File: src/rtl/idex_pipe_reg.sv
// ---------------------------------------------------------------------------
// idex_pipe_reg
// ID/EX pipeline register for the 5-stage MIPS core. It carries decoded
// control and operand data from decode into execute. It also does the
// following:
//   - keeps a valid bit for the execute stage
//   - holds on an external stall request
//   - turns a flush into a bubble
//   - detects load-use hazards and inserts exactly one bubble for each
//   - counts inserted bubbles in a saturating counter
//
// Ports
//   clk, rst          rising-edge clock, async active-high reset
//   id_*              decode-stage instruction (valid, ctrl, operands, regs)
//   id_uses_rt        decode instruction reads rt as a source
//   stall_in          downstream hold request
//   flush             squash request (taken branch/jump)
//   ex_*              registered execute-stage copy of id_*
//   stall_out         combinational freeze for PC and IF/ID
//   bubble_cnt        saturating count of inserted bubbles
// ---------------------------------------------------------------------------
module idex_pipe_reg #(
    parameter int DATA_W       = 32,
    parameter int REG_W        = 5,
    parameter int CTRL_W       = 11,
    parameter int MEM_READ_BIT = 3,
    parameter int CNT_W        = 16
) (
    input  logic              clk,
    input  logic              rst,
    input  logic              id_valid,
    input  logic [CTRL_W-1:0] id_ctrl,
    input  logic [DATA_W-1:0] id_rd1,
    input  logic [DATA_W-1:0] id_rd2,
    input  logic [DATA_W-1:0] id_imm,
    input  logic [DATA_W-1:0] id_pc4,
    input  logic [REG_W-1:0]  id_rs,
    input  logic [REG_W-1:0]  id_rt,
    input  logic [REG_W-1:0]  id_rd,
    input  logic              id_uses_rt,
    input  logic              stall_in,
    input  logic              flush,
    output logic              ex_valid,
    output logic [CTRL_W-1:0] ex_ctrl,
    output logic [DATA_W-1:0] ex_rd1,
    output logic [DATA_W-1:0] ex_rd2,
    output logic [DATA_W-1:0] ex_imm,
    output logic [DATA_W-1:0] ex_pc4,
    output logic [REG_W-1:0]  ex_rs,
    output logic [REG_W-1:0]  ex_rt,
    output logic [REG_W-1:0]  ex_rd,
    output logic              stall_out,
    output logic [CNT_W-1:0]  bubble_cnt
);

    logic              ex_valid_q, ex_valid_d;
    logic [CTRL_W-1:0] ex_ctrl_q,  ex_ctrl_d;
    logic [DATA_W-1:0] ex_rd1_q,   ex_rd1_d;
    logic [DATA_W-1:0] ex_rd2_q,   ex_rd2_d;
    logic [DATA_W-1:0] ex_imm_q,   ex_imm_d;
    logic [DATA_W-1:0] ex_pc4_q,   ex_pc4_d;
    logic [REG_W-1:0]  ex_rs_q,    ex_rs_d;
    logic [REG_W-1:0]  ex_rt_q,    ex_rt_d;
    logic [REG_W-1:0]  ex_rd_q,    ex_rd_d;
    logic [CNT_W-1:0]  cnt_q,      cnt_d;

    logic load_use;
    logic bubble;

    // A load in EX whose destination is read by the instruction in ID.
    // A load into $0 is excluded because $0 always reads as zero.
    always_comb begin
        load_use = ex_valid_q & ex_ctrl_q[MEM_READ_BIT] & id_valid &
                   (ex_rt_q != '0) &
                   ((ex_rt_q == id_rs) | (id_uses_rt & (ex_rt_q == id_rt)));
    end

    assign stall_out = stall_in | load_use;

    always_comb begin
        // Default to holding every register.
        ex_valid_d = ex_valid_q;
        ex_ctrl_d  = ex_ctrl_q;
        ex_rd1_d   = ex_rd1_q;
        ex_rd2_d   = ex_rd2_q;
        ex_imm_d   = ex_imm_q;
        ex_pc4_d   = ex_pc4_q;
        ex_rs_d    = ex_rs_q;
        ex_rt_d    = ex_rt_q;
        ex_rd_d    = ex_rd_q;
        bubble     = 1'b0;

        if (flush || (!stall_in && load_use)) begin
            // This branch covers a flush, which beats a stall, and a load-use
            // bubble when there is no stall. A bubble clears only valid and
            // control. Data is left stale because nothing downstream uses it.
            ex_valid_d = 1'b0;
            ex_ctrl_d  = '0;
            bubble     = 1'b1;
        end else if (!stall_in) begin
            ex_valid_d = id_valid;
            ex_ctrl_d  = id_valid ? id_ctrl : '0;
            ex_rd1_d   = id_rd1;
            ex_rd2_d   = id_rd2;
            ex_imm_d   = id_imm;
            ex_pc4_d   = id_pc4;
            ex_rs_d    = id_rs;
            ex_rt_d    = id_rt;
            ex_rd_d    = id_rd;
        end

        cnt_d = cnt_q;
        if (bubble && (cnt_q != {CNT_W{1'b1}}))
            cnt_d = cnt_q + {{(CNT_W-1){1'b0}}, 1'b1};
    end

    always_ff @(posedge clk or posedge rst) begin
        if (rst) begin
            ex_valid_q <= 1'b0;
            ex_ctrl_q  <= '0;
            ex_rd1_q   <= '0;
            ex_rd2_q   <= '0;
            ex_imm_q   <= '0;
            ex_pc4_q   <= '0;
            ex_rs_q    <= '0;
            ex_rt_q    <= '0;
            ex_rd_q    <= '0;
            cnt_q      <= '0;
        end else begin
            ex_valid_q <= ex_valid_d;
            ex_ctrl_q  <= ex_ctrl_d;
            ex_rd1_q   <= ex_rd1_d;
            ex_rd2_q   <= ex_rd2_d;
            ex_imm_q   <= ex_imm_d;
            ex_pc4_q   <= ex_pc4_d;
            ex_rs_q    <= ex_rs_d;
            ex_rt_q    <= ex_rt_d;
            ex_rd_q    <= ex_rd_d;
            cnt_q      <= cnt_d;
        end
    end

    assign ex_valid   = ex_valid_q;
    assign ex_ctrl    = ex_ctrl_q;
    assign ex_rd1     = ex_rd1_q;
    assign ex_rd2     = ex_rd2_q;
    assign ex_imm     = ex_imm_q;
    assign ex_pc4     = ex_pc4_q;
    assign ex_rs      = ex_rs_q;
    assign ex_rt      = ex_rt_q;
    assign ex_rd      = ex_rd_q;
    assign bubble_cnt = cnt_q;

endmodule

File: config.mk
export PLATFORM = sky130hd
export DESIGN_NAME = idex_pipe_reg
export DESIGN_NICKNAME = d
export VERILOG_FILES = /design/src/rtl/idex_pipe_reg.sv
export SDC_FILE = /design/constraint.sdc
export NUM_CORES = 1
export LEC_CHECK = 0
export CORE_ASPECT_RATIO = 0.5
export CORE_MARGIN = 2
export CORE_UTILIZATION = 36
export CTS_BUF_LIST = sky130_fd_sc_hd__clkbuf_8 sky130_fd_sc_hd__clkbuf_16
export DETAILED_ROUTE_END_ITERATION = 7
export GPL_ROUTABILITY_DRIVEN = 0
export PLACE_DENSITY = 0.87
export SLEW_MARGIN = 10
export SYNTH_ARGS = -nofsm -noshare
export SYNTH_HDL_FRONTEND = slang
export SYNTH_SLANG_ARGS = --single-unit
File: constraint.sdc
create_clock -name clk -period 6.2 [get_ports clk]
set_input_delay 1.86 -clock clk [delete_from_list [all_inputs] [get_ports clk]]
set_output_delay 1.86 -clock clk [all_outputs]
set_load 0.01 [all_outputs]
# Yosys cells after proc, flatten, opt, wreduce, memory -nomap -nowiden

Index checks and enable logic that the tools add are counted.

Register bits: 171
Memories kept: 0
Bits in latches: 0
Bits in read-only memories: 0
Input port bits: 160
Output and inout bits: 172
RAM bits: 0
Logic and storage cells: 36

Reduce and logical (&&, ||, !) cells: 6
Shifts and indexed selects: 0
Multiply operators: 0
Bitwise operators: 9
$lt $le $gt $ge: 0
Div/mod/pow operators: 0
Add/subtract/negate cells: 1
Multiplexer cells: 6
Eq/ne operators: 4

Operators by type and width:

| cell                  | count |
|---|---|
| $mux 11               | 3 |
| $add 16x1->16 const B | 1 |
| $ne 16x16->1 const B  | 1 |
| $eq 5x5->1            | 2 |
| $and 1x1->1           | 5 |
| $reduce_bool 5->1     | 1 |
| $mux 1                | 3 |
| $logic_and 1x1->1     | 2 |
| $ne 2x1->1 const B    | 1 |
| $not 1->1             | 2 |
| $or 1x1->1            | 2 |
| $reduce_and 2->1      | 1 |
| $logic_not 1->1       | 1 |
| $logic_or 1x1->1      | 1 |

# Depth between registers and ports, before layout

Word-level depth: 8
Mapped depth: 8
Gate-level depth less buffers: 7

# Worst setup path before layout

Ideal clock, no wire load.

Path kind: input to output
From: input id_rs[4]
To: output stall_out
Data required time: 4.340 ns
Cell stages on the path: 4
Data arrival time: 2.569 ns
Slack: 1.771 ns
Buffers on the path: 0
Cells stage by stage: xnor2_1 nand3_1 o22ai_1 a31o_2

Cells in the longest elaborated chain, start to end: 4

RTL lines:

| element            | line | RTL |
|---|---|---|
| start: declaration | 37   | `input logic [REG_W-1:0] id_rs,` |
| $eq 5x5->1         | 75   | `((ex_rt_q == id_rs) \| (id_uses_rt & (ex_rt_q == id_rt)));` |
| $or 1x1->1         | 75   |  |
| $and 1x1->1        | 74   | `(ex_rt_q != '0) &` |
| $or 1x1->1         | 78   | `assign stall_out = stall_in \| load_use;` |
| end: declaration   | 52   | `output logic stall_out,` |

No other way between the ends.

# Worst setup path in the final report

From: input id_rs[1]
To: output stall_out

The elaborated chain is that of the path after synthesis.

==> metrics <==
outcome=finished clean; Yosys warning count=0; core footprint=0.0183 mm2; clk_lat worst skew=0.42 ns; clock transition at the registers of the reported paths=0.06 ns; post-synth top area share=64.0%; main combinational cell family by area after synthesis=multiplexers; peak supply drop=0.000206 V; required time worst endpoint=4.34 ns; num ports=332; Vias=4783; Fmax achieved=179 MHz; layout cell share with drive strength beyond 1=14.8%; Tightest Pin Transition=1.03 ns; Most used DFF post-synth=dfrtp_1; maxcap violations=0; hold path start=ex_imm[17]$_DFFE_PP0P_; Final ANT Viol Nets=0; Adder-Cell Fraction of Synth Area=0.187%; total CTS buffers=17; critical path's largest stage delay=0.54 ns; cts hold-fix bufs=0; WL final=17.9 mm; CTS resizes=0; syn avg cell area=15.7 um2; Clock Sinks=171; setup bufs post-CTS=0; Synth Register Bits=171; die width=197 um; Post-synth EDFFs=0; Final Max Tran Viols=0; global-route wire length before repair=27.7 mm; Initial Util=36.5%; Reg2Reg Launch Point=ex_rt[1]$_DFFE_PP0P_; Slew HR=31.5%; Setup CP Type=primary input to primary output; post-layout util=59.2%; Post-Synth XOR/XNOR Area=3.01%; crit path from=id_rs[1]; layout net count=923; delay-heaviest family, CP=buffers and inverters; area of the die=0.0197 mm2; vias in the first global route=5135; Fin Clk Skew=0.0106 ns; Compound-Gate Fraction of Synth Area=2.60%; fin crit share=89.9%; Mapped Area=0.00668 mm2; detailed-router iteration count before antenna repair=4; grt ovf=0; static leakage=4.46 nW; critical-path cell list=clkdlybuf4s50_1 > xnor2_1 > nand3_1 > o22ai_1 > buf_4 > a31o_2 > clkdlybuf4s50_1; final hold vios=0; most used cell, CP=clkdlybuf4s50_1; synth unique cells=32; WP buf/inv=3; Worst Path Max Fanout=4; Final Critical Period=5.57 ns; Antenna Cells=0; synth top area cells=dfrtp_1 64%, mux2_2 13%, mux2_1 12%; sequential share of the synthesized area=64.0%; Wirelength per Cell=17.7 um; PortBufs=331; PwrDens=298 mW/mm2; crit path max-delay cell type=clkdlybuf4s50_1; CP Launch Type=primary input; DRC Markers=0; gr usage total=18.3%; Clock Path Buffers=2; Arr. time, crit path=3.71 ns; height of the die=100 um; mux share of post-synthesis cell area=24.6%; Finish-stage setup viols=0; post-DR vias/cell=4.71; Synth-to-Final Area Change=62.2%; CP Capture Type=primary output; Rows=35; FILL cells=1418; Hold Path Class=flip-flop to flip-flop; post-detail-place hpwl=13.5 mm; CTS tree=yes; Post-Syn Nets=586; area leader, netlist=dfrtp_1; Sum Neg Setup Slack=0 ns; cells after synthesis=425; initial DRC count=132; asr flop ratio synth=100%; unrepaired setup endpoints after global routing=no; simple-gate portion of the synthesized area=3.41%; root buffer cell=clkbuf_16; largest net degree at the start of global routing=80; htree depth=4; initial antenna violation count=0
==> path summary, 6_finish.rpt <==
kind / to / slack (ns) / cells after the start
max in group asynchronous: bubble_cnt[12]$_DFFE_PP0P_ / 3.04 / 3
min in group asynchronous: ex_pc4[17]$_DFFE_PP0P_ / 2.01 / 2
worst max register to register: ex_pc4[16]$_DFFE_PP0P_ / 3.50 / 5
worst min-delay path: ex_imm[17]$_DFFE_PP0P_ / 0.48 / 1
worst min register to register: ex_imm[17]$_DFFE_PP0P_ / 0.48 / 1
worst max-delay path: stall_out / 0.63 / 7
==> worst reg2reg max path: stages (launching register included) <==
cell,delay (ns)
dfrtp_1,0.48
nor3_1,0.35
nand2_1,0.18
a311oi_4,0.38
buf_4,0.69
mux2_2,0.50
==> synthesized netlist by cell type, types with 2 or more instances <==
library cell	n
buf_6	7
mux2_2	75
nand2b_1	2
nor2_1	3
nand2_1	10
inv_1	2
a21o_1	4
and3_1	7
dfrtp_1	171
nand4_1	8
and2_1	2
xnor2_1	22
a22o_1	11
nor3_1	2
clkbuf_1	2
a21oi_1	2
buf_2	8
nand3_1	4
mux2_1	70
==> per-stage QoR <==
step                      hold WS, ns  cell area, um2  worst slack, ns  power [mW]  std cells
final                           0.484           10800            0.625        3.23       1015
after global routing            0.499           10800            0.518        3.40       1015
after CTS                       0.489           10800            0.597        3.28       1015
after detailed placement        0.475           10200            0.607        2.19        983
after global placement          0.467           10200            0.625        2.17        983
after floorplan                 0.525            6690             1.77        1.69        425
==> cells in the final DEF (no fill, tap or decap), drive strengths merged, types with 2 or more instances in the layout <==
master	n
and3	7
nor3	2
bufinv	2
a21o	4
a22o	11
clkinvlp	4
inv	5
nand2b	2
a21oi	2
and2	2
nand3	4
clkbuf	19
clkdlybuf4s50	331
mux2	145
buf	6
xnor2	22
nand4	8
nand2	10
dfrtp	171
clkinv	4
nor2	3
==> sequential cells by signal (all words and copies together), names as in the netlist <==
register,count
ex_imm,32
ex_pc4,32
ex_rd1,32
ex_rd2,32
bubble_cnt,16
ex_ctrl,11
ex_rd,5
ex_rs,5
ex_rt,5
ex_valid,1
==> cell families after synthesis <==
| logic type | after synthesis |
|---|---|
| and+or+nand+nor | 42 |
| adders and majority gates | 1 |
| xor gates and xnor gates | 23 |
| DFF | 171 |
| buffers and inverters | 21 |
| muxes | 146 |
| AOI/OAI and AO/OA | 21 |
==> routing by layer <==
metal  vias to the layer above  track usage (%)  part of all wire (%)
met3                        36             4.60                   4.5
met5                         -                0                     0
met4                         0             6.59                   2.1
met1                      2417             21.9                    41
met2                       146             32.5                    53
li1                       2184                -                     -
==> area by class of cell <==
class                   instances  area [um2]  area share (%)
multi-input cells             233        2270            20.9
inverters                       2        11.3           0.104
well taps                     240         300            2.77
repair buffers                337        3380            31.2
clock buffers                  19         453            4.18
flip-flops and latches        171        4280            39.5
clock inverters                13         140            1.29
==> where the power goes <==
part | leakage (nW) | internal, mW | switching [mW]
combinational | 2.12 | 0.495 | 0.283
sequential | 2.05 | 1.28 | 0.109
clock | 0.288 | 0.618 | 0.451
No activity file was read; power rests on OpenSTA's default activity.
